==> config.mk <==
export PLATFORM = sky130hd
export DESIGN_NAME = alu32
export DESIGN_NICKNAME = d
export VERILOG_FILES = /design/src/rtl/alu32.sv
export SDC_FILE = /design/constraint.sdc
export NUM_CORES = 1
export LEC_CHECK = 0
export CAP_MARGIN = 0
export CORE_UTILIZATION = 55
export CTS_BUF_LIST = sky130_fd_sc_hd__clkbuf_16
export CTS_CLUSTER_SIZE = 8
export DETAILED_ROUTE_END_ITERATION = 7
export PLACE_DENSITY = 0.8
export SLEW_MARGIN = 15
export SYNTH_ARGS = -nofsm -noshare
export SYNTH_HDL_FRONTEND = slang
export SYNTH_SLANG_ARGS = --single-unit
==> constraint.sdc <==
create_clock -name clk -period 1.8 [get_ports clk]
set_input_delay 0.27 -clock clk [delete_from_list [all_inputs] [get_ports clk]]
set_output_delay 0.27 -clock clk [all_outputs]
set_load 0.01 [all_outputs]
==> src/rtl/alu32.sv <==
// rtl/alu32.sv - registered 32-bit ALU (add/sub/shift/and/or); optional rotates under ALU32_ROTATE_EN
module alu32 (
    input  logic        clk,
    input  logic        rst,
    input  logic [31:0] Src1,
    input  logic [31:0] Src2,
    input  logic [5:0]  funct,
    input  logic [4:0]  shamt,
    output logic [31:0] result,
    output logic        zero,
    output logic        carry
);

    localparam logic [5:0] F_ADD = 6'd27;
    localparam logic [5:0] F_SUB = 6'd28;
    localparam logic [5:0] F_SLL = 6'd29;
    localparam logic [5:0] F_SRL = 6'd30;
    localparam logic [5:0] F_AND = 6'd31;
    localparam logic [5:0] F_OR  = 6'd32;
`ifdef ALU32_ROTATE_EN
    localparam logic [5:0] F_ROTL = 6'd33;
    localparam logic [5:0] F_ROTR = 6'd34;
`endif

    // 33-bit barrel shifters: the extra bit catches the last bit shifted out,
    // which naturally reads 0 when the amount is 0.
    function automatic logic [32:0] barrel_left(input logic [32:0] v, input logic [4:0] s);
        logic [32:0] t;
        t = v;
        for (int i = 0; i < 5; i++) begin
            if (s[i]) t = t << (1 << i);
        end
        return t;
    endfunction

    function automatic logic [32:0] barrel_right(input logic [32:0] v, input logic [4:0] s);
        logic [32:0] t;
        t = v;
        for (int i = 0; i < 5; i++) begin
            if (s[i]) t = t >> (1 << i);
        end
        return t;
    endfunction

`ifdef ALU32_ROTATE_EN
    function automatic logic [31:0] rotate_left(input logic [31:0] v, input logic [4:0] s);
        logic [31:0] t;
        t = v;
        for (int i = 0; i < 5; i++) begin
            if (s[i]) t = (t << (1 << i)) | (t >> (32 - (1 << i)));
        end
        return t;
    endfunction

    function automatic logic [31:0] rotate_right(input logic [31:0] v, input logic [4:0] s);
        logic [31:0] t;
        t = v;
        for (int i = 0; i < 5; i++) begin
            if (s[i]) t = (t >> (1 << i)) | (t << (32 - (1 << i)));
        end
        return t;
    endfunction
`endif

    logic        sub_op;
    logic [31:0] addend;
    logic [32:0] sum;
    logic [32:0] shl;
    logic [32:0] shr;
    logic [31:0] res_next;
    logic        carry_next;
`ifdef ALU32_ROTATE_EN
    logic [31:0] rotl;
    logic [31:0] rotr;
`endif

    // Shared adder: subtraction is Src1 + ~Src2 + 1, carry-out means no borrow.
    assign sub_op = (funct == F_SUB);
    assign addend = sub_op ? ~Src2 : Src2;
    assign sum    = {1'b0, Src1} + {1'b0, addend} + {32'd0, sub_op};
    assign shl    = barrel_left({1'b0, Src1}, shamt);
    assign shr    = barrel_right({Src1, 1'b0}, shamt);
`ifdef ALU32_ROTATE_EN
    assign rotl   = rotate_left(Src1, shamt);
    assign rotr   = rotate_right(Src1, shamt);
`endif

    always_comb begin
        res_next   = 32'd0;
        carry_next = 1'b0;
        case (funct)
            F_ADD, F_SUB: begin
                res_next   = sum[31:0];
                carry_next = sum[32];
            end
            F_SLL: begin
                res_next   = shl[31:0];
                carry_next = shl[32];
            end
            F_SRL: begin
                res_next   = shr[32:1];
                carry_next = shr[0];
            end
            F_AND: res_next = Src1 & Src2;
            F_OR:  res_next = Src1 | Src2;
`ifdef ALU32_ROTATE_EN
            // The last bit across the boundary lands in bit 0 (left) or bit 31 (right).
            F_ROTL: begin
                res_next   = rotl;
                carry_next = (shamt != 5'd0) & rotl[0];
            end
            F_ROTR: begin
                res_next   = rotr;
                carry_next = (shamt != 5'd0) & rotr[31];
            end
`endif
            default: begin
                res_next   = 32'd0;
                carry_next = 1'b0;
            end
        endcase
    end

    always_ff @(posedge clk or posedge rst) begin
        if (rst) begin
            result <= 32'd0;
            zero   <= 1'b0;
            carry  <= 1'b0;
        end else begin
            result <= res_next;
            zero   <= (res_next == 32'd0);
            carry  <= carry_next;
        end
    end

endmodule

==> flow_summary.ini, run 1 <==
[synth]
syn-instance-count = 1063
ys_types = 85
synth.most_common_cell = nand2_1
yosysTopAreaCellShare_pct = 16.8
syn-num-nets = 1179
netlist_area_um2 = 8440
synth_edf_count = 0
syn_avg_cell_area_um2 = 7.94
ys_seq_elements = 34
synth-seq-area-share_pct = 10.1
ys_warn_count = 0
synthFlopType = dfrtp_1
synth.top_cells.by_count = nand2_1 (115), nor2_1 (78), a21oi_1 (75), clkbuf_1 (69), mux4_2 (63)
async_flop_share_pct = 100
synthTopCellsByArea = mux4_2 (17%), dfrtp_1 (10%), mux2i_1 (5.8%), ha_1 (5.6%), nand2_1 (5.1%)
synth_area_leader_cell = mux4_2

[place]
io_buffers = 110
hpwl_um = 35100
placed_cell_area_um2 = 12800
dp_worst_setup_slack_ns = -2.70
place.gp.congestion = 1.13

[grt]
grt_pass1_wl_um = 116000
grt_usage_pct = 95.2
grt_max_degree = 35
grt_pass1_vias = 17400
grt_overflow_total = 625

[floorplan]
start_util_pct = 57.2
rows = 44
io_pins = 111
die_w_um = 126
die_h_um = 126

[outcome]
error = [ERROR GRT-0116] Global routing finished with congestion. Check the congestion regions in the DRC Viewer.
stop_stage = global routing (5_1_grt)
status = aborted with a tool error

[clock_tree]
cts-root-buf = clkbuf_16
cts_buffers = 5
clk_path_buf_depth = 2
htreeDepth = 2
clock_sinks = 34
==> repair_timing <==
item,CTS
resized for setup,231
hold buffers,0
setup endpoints to repair,34
hold endpoints to repair,0
buffers inserted,52
pin swaps,63
cloned,2
==> stage by stage <==
stage / hold WS (ns) / instances / setup TNS (ns)
2_1_floorplan: 0.412 / 1063 / -34.81
3_3_place_gp: 0.666 / 1667 / -55.11
3_5_place_dp: 0.699 / 1667 / -59.89
4_1_cts: 0.408 / 1727 / -36.49
==> kinds of logic after synthesis <==
group                      after synthesis  synth area share, %
adders and majority gates               39                 5.87
xor gates and xnor gates                41                 4.25
AOI/OAI and AO/OA                      332                 27.9
and+or+nand+nor                        352                 20.5
DFF                                     34                 10.1
buffers and inverters                  139                 6.91
muxes                                  126                 24.5
==> layer usage <==
metal	overflow	global-route usage, %
met1	24	92.7
met2	343	108
met3	36	82.7
met4	218	103
met5	4	58.5
==> inputs of run 2 (changes only) <==
--- a/config.mk
+++ b/config.mk
@@ -6,11 +6,9 @@
 export NUM_CORES = 1
 export LEC_CHECK = 0
 export CAP_MARGIN = 0
-export CORE_UTILIZATION = 55
-export CTS_BUF_LIST = sky130_fd_sc_hd__clkbuf_16
-export CTS_CLUSTER_SIZE = 8
+export CORE_UTILIZATION = 40
 export DETAILED_ROUTE_END_ITERATION = 7
-export PLACE_DENSITY = 0.8
+export PLACE_DENSITY_LB_ADDON = 0.15
 export SLEW_MARGIN = 15
 export SYNTH_ARGS = -nofsm -noshare
 export SYNTH_HDL_FRONTEND = slang
==> run 2 against run 1 <==
The flow now finishes, with violations (setup timing). Synthesized area unchanged. Synthesized cell count did not move.
==> flow_summary.ini, run 2 <==
[outcome]
status = finished, violations left
violations = setup timing

[grt]
grt_pass1_vias = 11000
grt_max_degree = 35
grt_pass1_wl_um = 65500
grt_overflow_total = 0
grt_antenna_before_repair = 0
grt_usage_pct = 39.7

[worst_setup_path]
critPathMaxFanout = 9
arrival_ns = 3.96
path_class = input port to register
worstPathCellList = buf_6 > and4b_4 > nand2_8 > buf_12 > buf_8 > buf_12 > xnor2_1 > ha_1 > buf_6 > nand2_1 > nor2_1 > o311a_4 > buf_6 > nor3_4 > buf_4 > o21a_1 > buf_4 > a311o_1 > or4_4 > nor3_2
cpMostUsedCell = buf_6
cp-end-kind = register
start_kind = input port
cp_slowest_cell = or4_4
critPathMaxStageDelay_ns = 0.54
required_ns = 2.00

[clock_tree]
clk_path_buf_depth = 2
cts_tree = done
cts-root-buf = clkbuf_16
htreeDepth = 2
cts_buffers = 5
path_clk_slew_ns = 0.05
clock_sinks = 34

[synth]
synth_edf_count = 0
synthFlopType = dfrtp_1
synthTopCellsByArea = mux4_2 (17%), dfrtp_1 (10%), mux2i_1 (5.8%), ha_1 (5.6%), nand2_1 (5.1%)
async_flop_share_pct = 100
synth.top_cells.by_count = nand2_1 (115), nor2_1 (78), a21oi_1 (75), clkbuf_1 (69), mux4_2 (63)
ys_types = 85
synth_area_leader_cell = mux4_2
yosysTopAreaCellShare_pct = 16.8
syn_avg_cell_area_um2 = 7.94
synth.most_common_cell = nand2_1
netlist_area_um2 = 8440
ys_warn_count = 0
synth-seq-area-share_pct = 10.1
syn-num-nets = 1179
syn-instance-count = 1063
ys_seq_elements = 34

[routing]
drc = 0
routedWlPerCell_um = 24.2
vias_per_cell = 6.26
postRouteAntennaNets = 0
drt-pass1-iter-count = 6
drt_iter0_drc = 1176
drt-total-wl_um = 45200
vias = 11700

[floorplan]
start_util_pct = 41.3
die_w_um = 147
rows = 52
dieArea_um2 = 21700
io_pins = 111
die_h_um = 147
core_um2 = 20400

[layout]
largest_reg_flops = 32
reg_top3 = result x32, carry x1, zero x1
area_delta_synth_final_pct = 78.9
top_register = result
antenna_cells = 0
nets = 1718
layout_common_cells = buf_4 (467), nand2_1 (104), nor2_1 (73), clkdlybuf4s50_1 (69), mux4_2 (63)
final_layout_size_suffix_gt1_share_pct = 51.0
fill_cells = 1563
finish.utilization_pct = 73.9
final_common_cell = buf_4

[power_and_ir_drop]
peakVddDrop_mv = 0.257
leakagePower_nw = 6.84
fin_total_pwr_mw = 6.11
power_density_nw_per_um2 = 405

[sta]
fin_worst_hold_slack_ns = 0.375
grt_setup_unrepaired = yes
final_hold_viol_count = 0
setup_viol = 34
worstMarginPinSlew_ns = 0.906
fin_crit_ns = 3.76
fin_ws_ns = -1.96
clock.fmax_ghz = 0.266
relSlewSlack_pct = 38.1
finalCritPeriodShare_pct = 209
maxSlewViolCount = 0
fin_tns_setup_ns = -37.19

[place]
dp_worst_setup_slack_ns = -2.57
place.gp.congestion = 1.01
hpwl_um = 35200
io_buffers = 110

[hold_path]
hold_class = input port to async pin

[flow_run]
maxCapViolCount = 0
## run 2: cell counts after synthesis
Identical to the previous run, type by type.
## run 2: through the flow
| step | cells | instance area, µm² |
|---|---|---|
| floorplan | 1063 | 8790 |
| global placement | 1790 | 13100 |
| detailed placement | 1790 | 13100 |
| CTS | 1827 | 14000 |
| global route | 1873 | 15100 |
| finish | 1873 | 15100 |
## run 2: metal layers
layer / global-route usage [%] / routed length, µm
met5: 0 / 0
met4: 12.3 / 1570
met3: 6.77 / 4260
met2: 64.7 / 20800
met1: 53.5 / 18600
## run 2: critical path, delay by kind of cell
kind / cells / cell delay, ns
AOI/OAI and AO/OA: 3 / 0.74
xor gates and xnor gates: 1 / 0.12
adders and majority gates: 1 / 0.38
buffers and inverters: 8 / 1.04
and+or+nand+nor: 7 / 1.41
## run 2: where the power goes
group / switching, mW / internal (mW)
sequential: 0.00826 / 0.799
clock: 0.292 / 0.646
combinational: 2.15 / 2.22
## run 2: cells by family after synthesis
| logic type | count (synthesis) | share of synthesized area (%) |
|---|---|---|
| XOR/XNOR | 41 | 4.25 |
| multiplexers | 126 | 24.5 |
| buffers and inverters | 139 | 6.91 |
| AO/OA/AOI/OAI | 332 | 27.9 |
| adder cells (fa/ha/maj) | 39 | 5.87 |
| flip-flops | 34 | 10.1 |
| AND/OR/NAND/NOR | 352 | 20.5 |
## run 2: final cells by class
type	count	area, µm²	share of cell area, %
Clock buffer	5	125	0.829
Clock inverter	3	40.0	0.265
Inverter	29	111	0.738
Multi-Input combinational cell	891	8220	54.4
Sequential cell	34	851	5.64
Tap cell	270	338	2.24
Timing Repair Buffer	641	5420	35.9
## run 2: path summary, 6_finish.rpt
path	slack [ns]	startpoint	cells after the start	endpoint
max in group asynchronous	1.13	rst	3	result[2]
min	0.37	rst	3	result[29]
min in group clk	0.62	Src1[2]	5	result[2]
max	-1.96	funct[5]	20	zero
## run 2: what timing repair did
| item | CTS | global route |
|---|---|---|
| hold buffers | 0 | 0 |
| setup endpoints to repair | 34 | 34 |
| cloned | 1 | 1 |
| gates resized for setup | 133 | 202 |
| pin swaps | 54 | 101 |
| setup buffers | 31 | 58 |
Note: power is estimated with default switching activity, not from simulation.
==> inputs of run 3 (changes only) <==
--- a/config.mk
+++ b/config.mk
@@ -5,6 +5,7 @@
 export SDC_FILE = /design/constraint.sdc
 export NUM_CORES = 1
 export LEC_CHECK = 0
+export ABC_CLOCK_PERIOD_IN_PS = 1800
 export CAP_MARGIN = 0
 export CORE_UTILIZATION = 40
 export DETAILED_ROUTE_END_ITERATION = 7
==> results of run 3 <==
The final DEF is identical to that of run 2; final timing and power are the same.
